===== config.mk =====
export PLATFORM = sky130hd
export DESIGN_NAME = pipeline_ctrl
export DESIGN_NICKNAME = d
export VERILOG_FILES = /design/src/rtl/pipeline_ctrl_pkg.sv /design/src/rtl/load_use_detect.sv /design/src/rtl/pipeline_ctrl.sv
export SDC_FILE = /design/constraint.sdc
export NUM_CORES = 1
export LEC_CHECK = 0
export CAP_MARGIN = 20
export CORE_ASPECT_RATIO = 1.25
export CORE_MARGIN = 2
export CORE_UTILIZATION = 50
export DETAILED_ROUTE_END_ITERATION = 16
export PLACE_DENSITY_LB_ADDON = 0.2
export REMOVE_ABC_BUFFERS = 1
export SLEW_MARGIN = 0
export SYNTH_ARGS = -nofsm -noshare
export SYNTH_HDL_FRONTEND = slang
export SYNTH_HIERARCHICAL = 1
export SYNTH_SLANG_ARGS = --single-unit

===== constraint.sdc =====
create_clock -name clk -period 2.4 [get_ports clk]
set_input_delay 0.36 -clock clk [delete_from_list [all_inputs] [get_ports clk]]
set_output_delay 0.36 -clock clk [all_outputs]
set_load 0.005 [all_outputs]

===== src/rtl/pipeline_ctrl_pkg.sv =====
// Shared types for the pipeline stall/flush sequencer: FSM states and the stall/flush bundle.
// Pure declarations; no latency or flow control of its own.
package pipeline_ctrl_pkg;

    typedef enum logic [1:0] {
        DRAIN    = 2'd0,
        RUN      = 2'd1,
        MC_WAIT  = 2'd2,
        MEM_WAIT = 2'd3
    } state_t;

    typedef struct packed {
        logic stall_f;
        logic stall_d;
        logic stall_e;
        logic stall_m;
        logic flush_d;
        logic flush_e;
        logic flush_m;
        logic flush_w;
    } ctrl_out_t;

    localparam ctrl_out_t CTRL_NONE = '{
        stall_f: 1'b0, stall_d: 1'b0, stall_e: 1'b0, stall_m: 1'b0,
        flush_d: 1'b0, flush_e: 1'b0, flush_m: 1'b0, flush_w: 1'b0
    };

    // Fetch frozen while every downstream register loads a bubble.
    localparam ctrl_out_t CTRL_DRAIN = '{
        stall_f: 1'b1, stall_d: 1'b0, stall_e: 1'b0, stall_m: 1'b0,
        flush_d: 1'b1, flush_e: 1'b1, flush_m: 1'b1, flush_w: 1'b1
    };

    localparam ctrl_out_t CTRL_MEM = '{
        stall_f: 1'b1, stall_d: 1'b1, stall_e: 1'b1, stall_m: 1'b1,
        flush_d: 1'b0, flush_e: 1'b0, flush_m: 1'b0, flush_w: 1'b1
    };

    localparam ctrl_out_t CTRL_MC = '{
        stall_f: 1'b1, stall_d: 1'b1, stall_e: 1'b1, stall_m: 1'b0,
        flush_d: 1'b0, flush_e: 1'b0, flush_m: 1'b1, flush_w: 1'b0
    };

    localparam ctrl_out_t CTRL_REDIR = '{
        stall_f: 1'b0, stall_d: 1'b0, stall_e: 1'b0, stall_m: 1'b0,
        flush_d: 1'b1, flush_e: 1'b1, flush_m: 1'b0, flush_w: 1'b0
    };

    localparam ctrl_out_t CTRL_LOAD_USE = '{
        stall_f: 1'b1, stall_d: 1'b1, stall_e: 1'b0, stall_m: 1'b0,
        flush_d: 1'b0, flush_e: 1'b1, flush_m: 1'b0, flush_w: 1'b0
    };

endpackage


===== src/rtl/load_use_detect.sv =====
// Load-use interlock comparator: a load in E writing a register that the instruction in D reads.
// Purely combinational, zero latency; no flow control.
module load_use_detect #(
    parameter int REG_ADDR_W = 5
) (
    input  logic [REG_ADDR_W-1:0] rs1_d,
    input  logic [REG_ADDR_W-1:0] rs2_d,
    input  logic [REG_ADDR_W-1:0] rd_e,
    input  logic                  mem_read_e,
    output logic                  hazard
);

    logic rd_nonzero;
    logic src_match;

    // x0 is hardwired zero, so a load targeting it never creates a dependency.
    always_comb begin
        rd_nonzero = (rd_e != '0);
        src_match  = (rd_e == rs1_d) || (rd_e == rs2_d);
        hazard     = mem_read_e && rd_nonzero && src_match;
    end

endmodule


===== src/rtl/pipeline_ctrl.sv =====
// Stall/flush sequencer for the 5-stage pipeline: drain, memory wait, multi-cycle op, redirect, load-use.
// Outputs are combinational from state and current inputs (zero latency); memory and MC stalls backpressure F..E/M.
module pipeline_ctrl
    import pipeline_ctrl_pkg::*;
#(
    parameter int REG_ADDR_W   = 5,
    parameter int DRAIN_CYCLES = 4,
    parameter int MEM_TIMEOUT  = 64,
    parameter int PERF_W       = 32
) (
    input  logic                  clk,
    input  logic                  reset,
    input  logic [REG_ADDR_W-1:0] rs1D,
    input  logic [REG_ADDR_W-1:0] rs2D,
    input  logic [REG_ADDR_W-1:0] rdE,
    input  logic                  memReadE,
    input  logic                  branchTakenE,
    input  logic                  mcStartE,
    input  logic                  mcDoneE,
    input  logic                  memReqM,
    input  logic                  memReadyM,
    output logic                  stallF,
    output logic                  stallD,
    output logic                  stallE,
    output logic                  stallM,
    output logic                  flushD,
    output logic                  flushE,
    output logic                  flushM,
    output logic                  flushW,
    output logic                  memErr,
    output logic [PERF_W-1:0]     stallCount
);

    localparam int DRAIN_W = $clog2(DRAIN_CYCLES + 1);
    localparam int TMO_W   = $clog2(MEM_TIMEOUT);

    localparam logic [DRAIN_W-1:0] DRAIN_LAST = DRAIN_W'(DRAIN_CYCLES - 1);
    localparam logic [TMO_W-1:0]   TMO_LAST   = TMO_W'(MEM_TIMEOUT - 1);

    state_t             state_q, state_d;
    logic [DRAIN_W-1:0] drain_cnt_q, drain_cnt_d;
    logic [TMO_W-1:0]   tmo_cnt_q, tmo_cnt_d;
    logic               mc_ret_q, mc_ret_d;
    logic               mc_done_seen_q, mc_done_seen_d;
    logic               mem_err_q, mem_err_d;
    logic [PERF_W-1:0]  stall_cnt_q, stall_cnt_d;

    logic      lu_hazard;
    logic      mem_pending;
    logic      tmo_hit;
    logic      mem_release;
    logic      mc_done;
    logic      mem_stall;
    logic      mc_stall;
    ctrl_out_t ctrl;

    load_use_detect #(
        .REG_ADDR_W (REG_ADDR_W)
    ) u_load_use_detect (
        .rs1_d      (rs1D),
        .rs2_d      (rs2D),
        .rd_e       (rdE),
        .mem_read_e (memReadE),
        .hazard     (lu_hazard)
    );

    always_comb begin
        mem_pending = memReqM && !memReadyM;
        tmo_hit     = (tmo_cnt_q == TMO_LAST);
        mem_release = memReadyM || tmo_hit;
        mc_done     = mcDoneE || mc_done_seen_q;

        if (state_q == MEM_WAIT) begin
            mem_stall = !mem_release;
        end else begin
            mem_stall = ((state_q == RUN) || (state_q == MC_WAIT)) && mem_pending;
        end

        // A memory release that hands back to an unfinished MC op must keep E held.
        mc_stall = !mc_done &&
                   ((state_q == MC_WAIT) || ((state_q == MEM_WAIT) && mc_ret_q));

        ctrl = CTRL_NONE;
        if (state_q == DRAIN) begin
            ctrl = CTRL_DRAIN;
        end else if (mem_stall) begin
            ctrl = CTRL_MEM;
        end else if (mc_stall) begin
            ctrl = CTRL_MC;
        end else if (branchTakenE) begin
            ctrl = CTRL_REDIR;
        end else if (lu_hazard) begin
            ctrl = CTRL_LOAD_USE;
        end
    end

    always_comb begin
        state_d        = state_q;
        drain_cnt_d    = drain_cnt_q;
        tmo_cnt_d      = tmo_cnt_q;
        mc_ret_d       = mc_ret_q;
        mc_done_seen_d = mc_done_seen_q;
        mem_err_d      = mem_err_q;
        stall_cnt_d    = stall_cnt_q;

        case (state_q)
            DRAIN: begin
                if (drain_cnt_q == DRAIN_LAST) begin
                    state_d     = RUN;
                    drain_cnt_d = '0;
                end else begin
                    drain_cnt_d = drain_cnt_q + DRAIN_W'(1);
                end
            end
            RUN: begin
                if (mem_pending) begin
                    state_d   = MEM_WAIT;
                    mc_ret_d  = 1'b0;
                    tmo_cnt_d = '0;
                end else if (mcStartE) begin
                    state_d        = MC_WAIT;
                    mc_done_seen_d = 1'b0;
                end
            end
            MC_WAIT: begin
                if (mem_pending) begin
                    state_d        = MEM_WAIT;
                    mc_ret_d       = 1'b1;
                    tmo_cnt_d      = '0;
                    mc_done_seen_d = mc_done;
                end else if (mc_done) begin
                    state_d        = RUN;
                    mc_done_seen_d = 1'b0;
                end
            end
            MEM_WAIT: begin
                if (mc_ret_q && mcDoneE) begin
                    mc_done_seen_d = 1'b1;
                end
                if (mem_release) begin
                    tmo_cnt_d = '0;
                    mc_ret_d  = 1'b0;
                    if (!memReadyM) begin
                        mem_err_d = 1'b1;
                    end
                    // Completion already observed means the MC op needs no further wait.
                    if (mc_ret_q && !mc_done) begin
                        state_d = MC_WAIT;
                    end else begin
                        state_d        = RUN;
                        mc_done_seen_d = 1'b0;
                    end
                end else begin
                    tmo_cnt_d = tmo_cnt_q + TMO_W'(1);
                end
            end
            default: begin
                state_d = DRAIN;
            end
        endcase

        if ((state_q != DRAIN) && ctrl.stall_f && (stall_cnt_q != '1)) begin
            stall_cnt_d = stall_cnt_q + PERF_W'(1);
        end
    end

    always_ff @(posedge clk or negedge reset) begin
        if (!reset) begin
            state_q        <= DRAIN;
            drain_cnt_q    <= '0;
            tmo_cnt_q      <= '0;
            mc_ret_q       <= 1'b0;
            mc_done_seen_q <= 1'b0;
            mem_err_q      <= 1'b0;
            stall_cnt_q    <= '0;
        end else begin
            state_q        <= state_d;
            drain_cnt_q    <= drain_cnt_d;
            tmo_cnt_q      <= tmo_cnt_d;
            mc_ret_q       <= mc_ret_d;
            mc_done_seen_q <= mc_done_seen_d;
            mem_err_q      <= mem_err_d;
            stall_cnt_q    <= stall_cnt_d;
        end
    end

    assign stallF     = ctrl.stall_f;
    assign stallD     = ctrl.stall_d;
    assign stallE     = ctrl.stall_e;
    assign stallM     = ctrl.stall_m;
    assign flushD     = ctrl.flush_d;
    assign flushE     = ctrl.flush_e;
    assign flushM     = ctrl.flush_m;
    assign flushW     = ctrl.flush_w;
    assign memErr     = mem_err_q;
    assign stallCount = stall_cnt_q;

endmodule

Word-level counts from Yosys, hierarchy flattened. Cells that the tools add are included.

Logic and storage cells: 87. Bits of input ports: 23. Flip-flop bits (word level): 46. Output and inout port bits: 41.

Reductions and logical operators: 29. Eq/ne operators: 17. Add/subtract/negate cells: 3. Bitwise logic cells: 1. Muxes and demuxes: 30.

Operators by type and width (count): $mux 8 (5); $add 32x1->32 const B (1); $ne 32x32->1 const B (1); $mux 2 (7); $mux 6 (2); $pmux 6 s2 (1); $reduce_and 4->1 (3); $mux 1 (11); $eq 5x5->1 (2); $logic_and 1x1->1 (10); $ne 2x2->1 const B (5); $pmux 2 s4 (1); $add 6x1->6 const B (1); $eq 6x6->1 const B (1); $ne 3x3->1 const B (2); $pmux 1 s3 (2); $logic_or 1x1->1 (5); $reduce_bool 5->1 (1); $eq 2x2->1 const B (2); $ne 2x1->1 const B (2); $reduce_bool 2->1 (2); $add 3x1->3 const B (1); $eq 3x2->1 const B (1); $logic_not 1->1 (3); other kinds (8) (8).

Depth between registers and ports, before layout. Gate-level depths: netlist of the first run.

Depth after elaboration: 10. Gate-level depth with buffers: 10. Mapped depth without buffers: 9.

Cells and area by module. The synthesis of the first run kept the hierarchy.

By module, submodules not included: pipeline_ctrl (instances 1, area each 2605.0 sq um, seq. area each 1151.1 sq um, cells each 262); load_use_detect (instances 1, area each 125.1 sq um, seq. area each 0.0 sq um, cells each 17).

Least setup slack after synthesis of the first run. Ideal clock, no wire load.

Path type: register -> register. From: register tmo_cnt_q[0]. To: register stall_cnt_q[25], in the netlist stallCount[25]. Arrival: 1.899 ns. Path slack: 0.376 ns. Stages on the path, launching flop included: 8. Data required time: 2.275 ns. Path buffers: 1. Period minus slack after synthesis: 2.024 ns. Library setup time: 0.125 ns. Cell sequence: dfrtp_1 -> ha_1 -> and3_1 -> buf_6 -> a311oi_4 -> o211ai_2 -> or3_1 -> xnor2_1.

Cells in the longest elaborated chain, start to end: 8.

Ends and longest elaborated chain: start: declaration (RTL line pipeline_ctrl.sv:42) `logic [TMO_W-1:0] tmo_cnt_q, tmo_cnt_d;`; start signal: assignment (RTL line pipeline_ctrl.sv:179) `tmo_cnt_q <= tmo_cnt_d;`; $eq 6x6->1 (RTL line pipeline_ctrl.sv:69) `tmo_hit = (tmo_cnt_q == TMO_LAST);`; $logic_or 1x1->1 (RTL line pipeline_ctrl.sv:70) `mem_release = memReadyM || tmo_hit;`; $logic_not 1->1 (RTL line pipeline_ctrl.sv:74) `mem_stall = !mem_release;`; $mux 1 (RTL line pipeline_ctrl.sv:73) `if (state_q == MEM_WAIT) begin`; $mux 8 (RTL line pipeline_ctrl.sv:86) `end else if (mem_stall) begin`; $mux 8 (RTL line pipeline_ctrl.sv:84) `if (state_q == DRAIN) begin`; $logic_and 1x1->1 (2 in a row) (RTL line pipeline_ctrl.sv:162) `if ((state_q != DRAIN) && ctrl.stall_f && (stall_cnt_q != '1)) begin`; end signal: assignment (RTL line pipeline_ctrl.sv:183) `stall_cnt_q <= stall_cnt_d;`; end: declaration (RTL line pipeline_ctrl.sv:46) `logic [PERF_W-1:0] stall_cnt_q, stall_cnt_d;`.

No other way between the ends. A chain may end at the register's enable or synchronous reset.

Final worst setup path of the first run.
From: input port rs1D[4]. To: output port stallF.

Cells in the longest elaborated chain, start to end: 8.

Ends and longest elaborated chain: start: declaration (RTL line pipeline_ctrl.sv:13) `input logic [REG_ADDR_W-1:0] rs1D,`; $eq 5x5->1 (RTL line load_use_detect.sv:19) `src_match = (rd_e == rs1_d) || (rd_e == rs2_d);`; $logic_or 1x1->1 (RTL line load_use_detect.sv:19); $logic_and 1x1->1 (RTL line load_use_detect.sv:20) `hazard = mem_read_e && rd_nonzero && src_match;`; via lu_hazard (RTL line pipeline_ctrl.sv:48) `logic lu_hazard;`; $mux 8 (RTL line pipeline_ctrl.sv:92) `end else if (lu_hazard) begin`; $mux 8 (RTL line pipeline_ctrl.sv:90) `end else if (branchTakenE) begin`; $mux 8 (RTL line pipeline_ctrl.sv:88) `end else if (mc_stall) begin`; $mux 8 (RTL line pipeline_ctrl.sv:86); $mux 8 (RTL line pipeline_ctrl.sv:84); end: declaration (RTL line pipeline_ctrl.sv:22) `output logic stallF,`.

The timed path passes the listed nets, and every way through them passes these cells.

==> flow_metrics.tcl, run 1 <==
set metrics [dict create \
    timing.final.ws_setup_ns 0.0612 \
    swShare 0.363 \
    critical_path.slowest_cell "clkdlybuf4s50_1" \
    fp.dieArea_mm2 0.00607 \
    min_period_over_period 0.975 \
    async_flop_share 1.00 \
    p_leak_uw 0.00172 \
    worstPathArrival_ns 1.98 \
    muxShareOfSynthArea 0.0156 \
    timing.fmax_ghz 0.428 \
    ys_seq_area_frac 0.422 \
    cts_hold_buf 0 \
    synth_edf_count 0 \
    synth_compound_area_frac 0.125 \
    cp-start-kind "input pin" \
    grt_pass1_vias 2428 \
    ioPinCount 64 \
    max_stage_delay_ns 0.45 \
    syn-cell-area_mm2 0.00273 \
    avgViaCountPerCell 5.49 \
    drive_gt1_frac 0.205 \
    drtAntennaViolNets 0 \
    cp.required_ns 2.04 \
    synth_ff_type "dfrtp_1" \
    num_vias 2390 \
    synth_top_family_by_area "simple AND/OR/NAND/NOR gates" \
    synth-simple-area-share 0.245 \
    nets 400 \
    synth_fa_ha_area_frac 0.0321 \
    synthToLayoutAreaGrowth_pct 38.3 \
    power_frac_clock 0.171 \
    period_needed_ns 2.34 \
    synth_top_area_cell "dfrtp_1" \
    clk_path_buf_depth 2 \
    wirelength_um 6540 \
    firstDrtPassIters 4 \
    multi_input_area_mm2 0.00158 \
    synth_xor_area_frac 0.128 \
    pwr-share-seq 0.363 \
    cts_buffers 5 \
    dr.first_iter.drc_count 107 \
    regArea_mm2 0.00115 \
    syn_inst 279 \
    dp_slack_ns -0.466 \
    core_mm2 0.00537 \
    synth_area_leaders "dfrtp_1 (42%), xnor2_1 (6.4%), xor2_1 (6.4%), nand3_1 (3.7%), and3_1 (3.4%)" \
    root_buffer "clkbuf_8" \
    ys_warn_count 6 \
    switchingPower_uw 992 \
    route.detailed.drc 0 \
    skew_ns 0.00481 \
    crit_type "in -> out" \
    grt_pass1_wl_um 11100 \
    maxCapViolations 0 \
    hold_viol 0 \
    port_buffers 63 \
    n_antenna_cell 0 \
    finalMaxSlewViolations 0 \
    gp_congestion 0.888 \
    fin_area_mm2 0.00378 \
    die_w_um 70.1 \
    netlist_top_cells_count "dfrtp_1 (46), nand2_1 (25), nand3_1 (20), xnor2_1 (20), xor2_1 (20)" \
    cts_tree "built" \
    r2r-end "stallCount[8]" \
    reg2reg_from "state_q[1]" \
    internal-power_uw 1740 \
    stdcell_count 435 \
    antenna_found_initial 0 \
    grt_overflow 0 \
    hpwl_um 4890 \
    start_util 0.509 \
    relSlewSlack 0.612 \
    path_cells "clkdlybuf4s50_1 > xor2_1 > nor3_2 > nand3_1 > a21oi_2 > inv_2 > o211ai_1 > clkdlybuf4s15_1" \
    cts_max_level 2 \
    tightest_slew_ns 0.582 \
    reg2reg_depth 11 \
    path_clk_slew_ns 0.09 \
    hp-class "in -> async" \
    ir_worst_vdd_mv 0.628 \
    placed_area_mm2 0.00356 \
    grtUsageTotal 0.229 \
    grt_max_degree 26 \
    synth.avg_cell_area_um2 9.79 \
    whs_ns 0.0491 \
    worst_setup_path_end_kind "primary output" \
    fin_util 0.703 \
    rsz0062_at_grt "true" \
    setup_viol 0 \
    ys_types 47 \
    place_inst 421 \
    die_y_um 86.6 \
    power_density_mw_per_mm2 723 \
    wire_per_inst_um 15.0 \
    synth_top_area_frac 0.422 \
    cts_num_sinks 46 \
    yosysMostFrequentCell "dfrtp_1" \
    rrSetupSlack_ns 0.13 \
    rows 30 \
    status "complete, no violations" \
    clk_latency_ns 0.30 \
    ys_seq_elements 46 \
    crit_fanout 2 \
    fillers 408 \
    combPwrFrac 0.466 \
]
## critical path: cells and delay by family
kind / cells / cell delay, ns
buffers and inverters: 3 / 0.79
AOI/OAI and AO/OA: 2 / 0.34
and+or+nand+nor: 2 / 0.32
xor gates and xnor gates: 1 / 0.18
## what timing repair did
action / 4_1_cts / 5_1_grt
resized for setup: 20 / 24
setup buffers: 5 / 1
hold endpoints to repair: 0 / 0
setup endpoints to repair: 15 / 23
pin swaps: 4 / 7
cloned: 0 / 0
## through the flow
step	total power (uW)	setup TNS, ns
6_report	2730	0
5_1_grt	2930	-0.117
2_1_floorplan	1580	0
3_5_place_dp	2200	-8.42
4_1_cts	2720	-0.120
3_3_place_gp	2170	-5.37
## sequential cells by signal (all words and copies together), names as in the netlist
signal / cells
memErr: 1
drain_cnt_q: 3
state_q: 2
mc_ret_q: 1
tmo_cnt_q: 6
stallCount: 32
mc_done_seen_q: 1
## worst max path at each step
stage	start	end	slack (ns)	depth (start not counted)
after floorplan	rdE[1]	stallCount[14]	0.24	8
after global placement	rdE[0]	stallD	-0.37	9
after detailed placement	rdE[0]	stallD	-0.47	9
after CTS	rdE[1]	stallD	-0.12	8
after global routing	rs1D[4]	stallD	-0.05	9
final	rs1D[4]	stallF	0.06	8
## power by group through the flow
stage	Sequential [uW]	Combinational, uW	Clock [uW]
floorplan	981	598	0
global placement	996	1180	0
detailed placement	1000	1200	0
CTS	986	1250	484
global route	1010	1410	515
finish	992	1270	466
## final cells by class
| cell class | count | area share |
|---|---|---|
| clock inverters | 2 | 0.00364 |
| inverters | 7 | 0.00696 |
| flip-flops and latches | 46 | 0.305 |
| clock buffers | 6 | 0.0192 |
| well taps | 64 | 0.0212 |
| repair buffers | 94 | 0.226 |
| multi-input cells | 216 | 0.418 |
## kinds of logic (layout without fill, tap and decap cells)
family | Yosys count | in the layout
compound gates | 47 | 47
simple gates | 118 | 118
mux | 4 | 4
fa+ha+maj | 7 | 7
xor+xnor | 40 | 40
buf+inv | 17 | 109
flops | 46 | 46
## cell usage in the layout, fill, tap and decap left out, drive strengths merged, types with 3 or more instances in the layout
cell type / netlist / final
xor2: 20 / 20
o21ai: 10 / 10
clkdlybuf4s50: 0 / 47
xnor2: 20 / 20
dfrtp: 46 / 46
o31ai: 3 / 3
nor3: 15 / 15
nand4: 11 / 11
nor2: 14 / 14
ha: 7 / 7
nor2b: 3 / 3
nand2: 25 / 25
and4: 3 / 3
a21o: 3 / 3
buf: 7 / 33
nand2b: 5 / 5
clkbuf: 3 / 8
dlymetal6s2s: 0 / 5
nand3: 20 / 20
o211ai: 4 / 4
a21oi: 13 / 13
dlygate4sd2: 0 / 6
and3: 15 / 15
inv: 7 / 7
## per-layer routing
layer | vias up | global-route usage | share of wire
met3 | 14 | 0.0349 | 0.024
met1 | 1153 | 0.271 | 0.41
met5 | - | 0 | 0
met2 | 42 | 0.423 | 0.54
met4 | 0 | 0.0769 | 0.024
li1 | 1181 | - | -
No activity file was read; power rests on OpenSTA's default activity.
==> inputs of run 2 (changes only) <==
Settings changed: CORE_UTILIZATION 50 to 55, CTS_BUF_LIST set to sky130_fd_sc_hd__clkbuf_4 sky130_fd_sc_hd__clkbuf_8, SETUP_SLACK_MARGIN set to 0.15.
Clock period 2.4 ns to 2.8 ns, I/O delays scaled along.
==> flow_metrics.tcl, run 2 (synthesized netlist as in run 1, its figures left out) <==
set metrics [dict create \
    fp.dieArea_mm2 0.00555 \
    nets 381 \
    rrSetupSlack_ns 0.49 \
    cp-start-kind "flip-flop" \
    route.detailed.drc 0 \
    die_y_um 82.8 \
    reg2reg_depth 10 \
    avgViaCountPerCell 5.60 \
    place_inst 399 \
    path_clk_slew_ns 0.08 \
    ioPinCount 64 \
    hold_viol 0 \
    fillers 345 \
    drtAntennaViolNets 0 \
    maxCapViolations 0 \
    firstDrtPassIters 4 \
    largest_register_ffs 32 \
    crit_type "reg -> out" \
    fin_util 0.761 \
    setup_viol 0 \
    wire_per_inst_um 14.8 \
    gp_congestion 0.950 \
    start_util 0.573 \
    rsz0062_at_grt "true" \
    status "complete, no violations" \
    drive_gt1_frac 0.145 \
    dr.first_iter.drc_count 199 \
    grtUsageTotal 0.236 \
    period_needed_ns 2.61 \
    wirelength_um 6080 \
    tightest_slew_ns 0.662 \
    placed_area_mm2 0.00343 \
    die_w_um 67.0 \
    synthToLayoutAreaGrowth_pct 32.8 \
    p_leak_uw 0.00160 \
    n_antenna_cell 0 \
    fin_area_mm2 0.00363 \
    cp.required_ns 2.38 \
    power_uw 2240 \
    setup_tns_ns 0 \
    timing.fmax_ghz 0.382 \
    grt_pass1_wl_um 10200 \
    grt_max_degree 47 \
    port_buffers 63 \
    worstPathArrival_ns 2.19 \
    hp-class "in -> async" \
    worst_setup_path_end_kind "primary output" \
    clk_latency_ns 0.29 \
    crit_fanout 4 \
    grt_overflow 0 \
    layout_common_cells "clkdlybuf4s50_1 (54), dfrtp_1 (46), nand2_1 (25)" \
    cts_num_sinks 46 \
    cts_buffers 5 \
    mostFrequentLayoutCell "clkdlybuf4s50_1" \
    root_buffer "clkbuf_8" \
    hpwl_um 4510 \
    grt_pass1_vias 2226 \
    min_period_over_period 0.934 \
    rows 28 \
    cts_tree "built" \
    skew_ns 0.00560 \
    finalMaxSlewViolations 0 \
    ir_worst_vdd_mv 0.654 \
    core_mm2 0.00476 \
    clk_path_buf_depth 2 \
    power_density_mw_per_mm2 618 \
    antenna_found_initial 0 \
    relSlewSlack 0.546 \
    r2r-end "stallCount[20]" \
    stdcell_count 412 \
    cts_max_level 2 \
    reg2reg_from "state_q[1]" \
    num_vias 2308 \
]
==> run 2: cell type report <==
| class | count | area, um^2 | area share |
|---|---|---|---|
| clock inverter | 2 | 13.8 | 0.00380 |
| timing repair buffer | 75 | 741 | 0.204 |
| multi-input combinational | 216 | 1540 | 0.425 |
| tap | 60 | 75.1 | 0.0207 |
| clock buffer | 6 | 76.3 | 0.0210 |
| sequential | 46 | 1150 | 0.317 |
| inverter | 7 | 26.3 | 0.00725 |
==> run 2: how the worst max path moves through the flow <==
stage	startpoint	endpoint	slack, ns
finish	state_q[1]	stallE	0.19
global route	state_q[1]	stallE	0.08
CTS	rdE[1]	flushE	0.1
detailed placement	rdE[3]	stallD	-0.06
global placement	rdE[4]	stallD	0.007
floorplan	rdE[1]	stallCount[14]	0.58
==> run 2: what timing repair did <==
action / 4_1_cts / 5_1_grt
resized for setup: 16 / 7
setup buffers: 2 / 1
endpoints found under the hold margin: 0 / 4
pin swaps: 3 / 2
setup endpoints to repair: 6 / 6
hold buffers: 0 / 1
==> run 2: worst max-delay path: stages, from the launching register on <==
cell and delay, ns:
dfrtp_1 0.41, inv_1 0.11, ha_4 0.29, a21oi_2 0.07
a311oi_4 0.32, nor2_2 0.10, nor2_1 0.10, clkdlybuf4s50_1 0.51
==> run 2: metal layers <==
| layer | part of all wire | vias up | routed length, um | track usage |
|---|---|---|---|---|
| met1 | 0.42 | 1115 | 2590 | 0.291 |
| met2 | 0.54 | 45 | 3290 | 0.430 |
| li1 | - | 1144 | - | - |
| met4 | 0.0084 | 0 | 51 | 0.0694 |
| met5 | 0 | - | 0 | 0 |
| met3 | 0.025 | 4 | 155 | 0.0270 |
==> run 2: power by group <==
part	internal (uW)	switching, uW	leakage, uW
registers	748	103	0.000613
clock network	186	219	0.0000486
logic	503	481	0.000939
==> run 2: stage by stage <==
stage / setup slack, ns / hold slack [ns]
after detailed placement: -0.0572 / 0.468
after floorplan: 0.583 / 0.124
after global placement: 0.00704 / 0.461
final: 0.185 / 0.476
after global routing: 0.0811 / 0.494
after CTS: 0.0989 / 0.327
==> inputs of run 3 (changes only) <==
Settings changed: HOLD_SLACK_MARGIN set to 0.08.
==> results of run 3 <==
The final DEF is identical to that of run 2; final timing and power are the same.
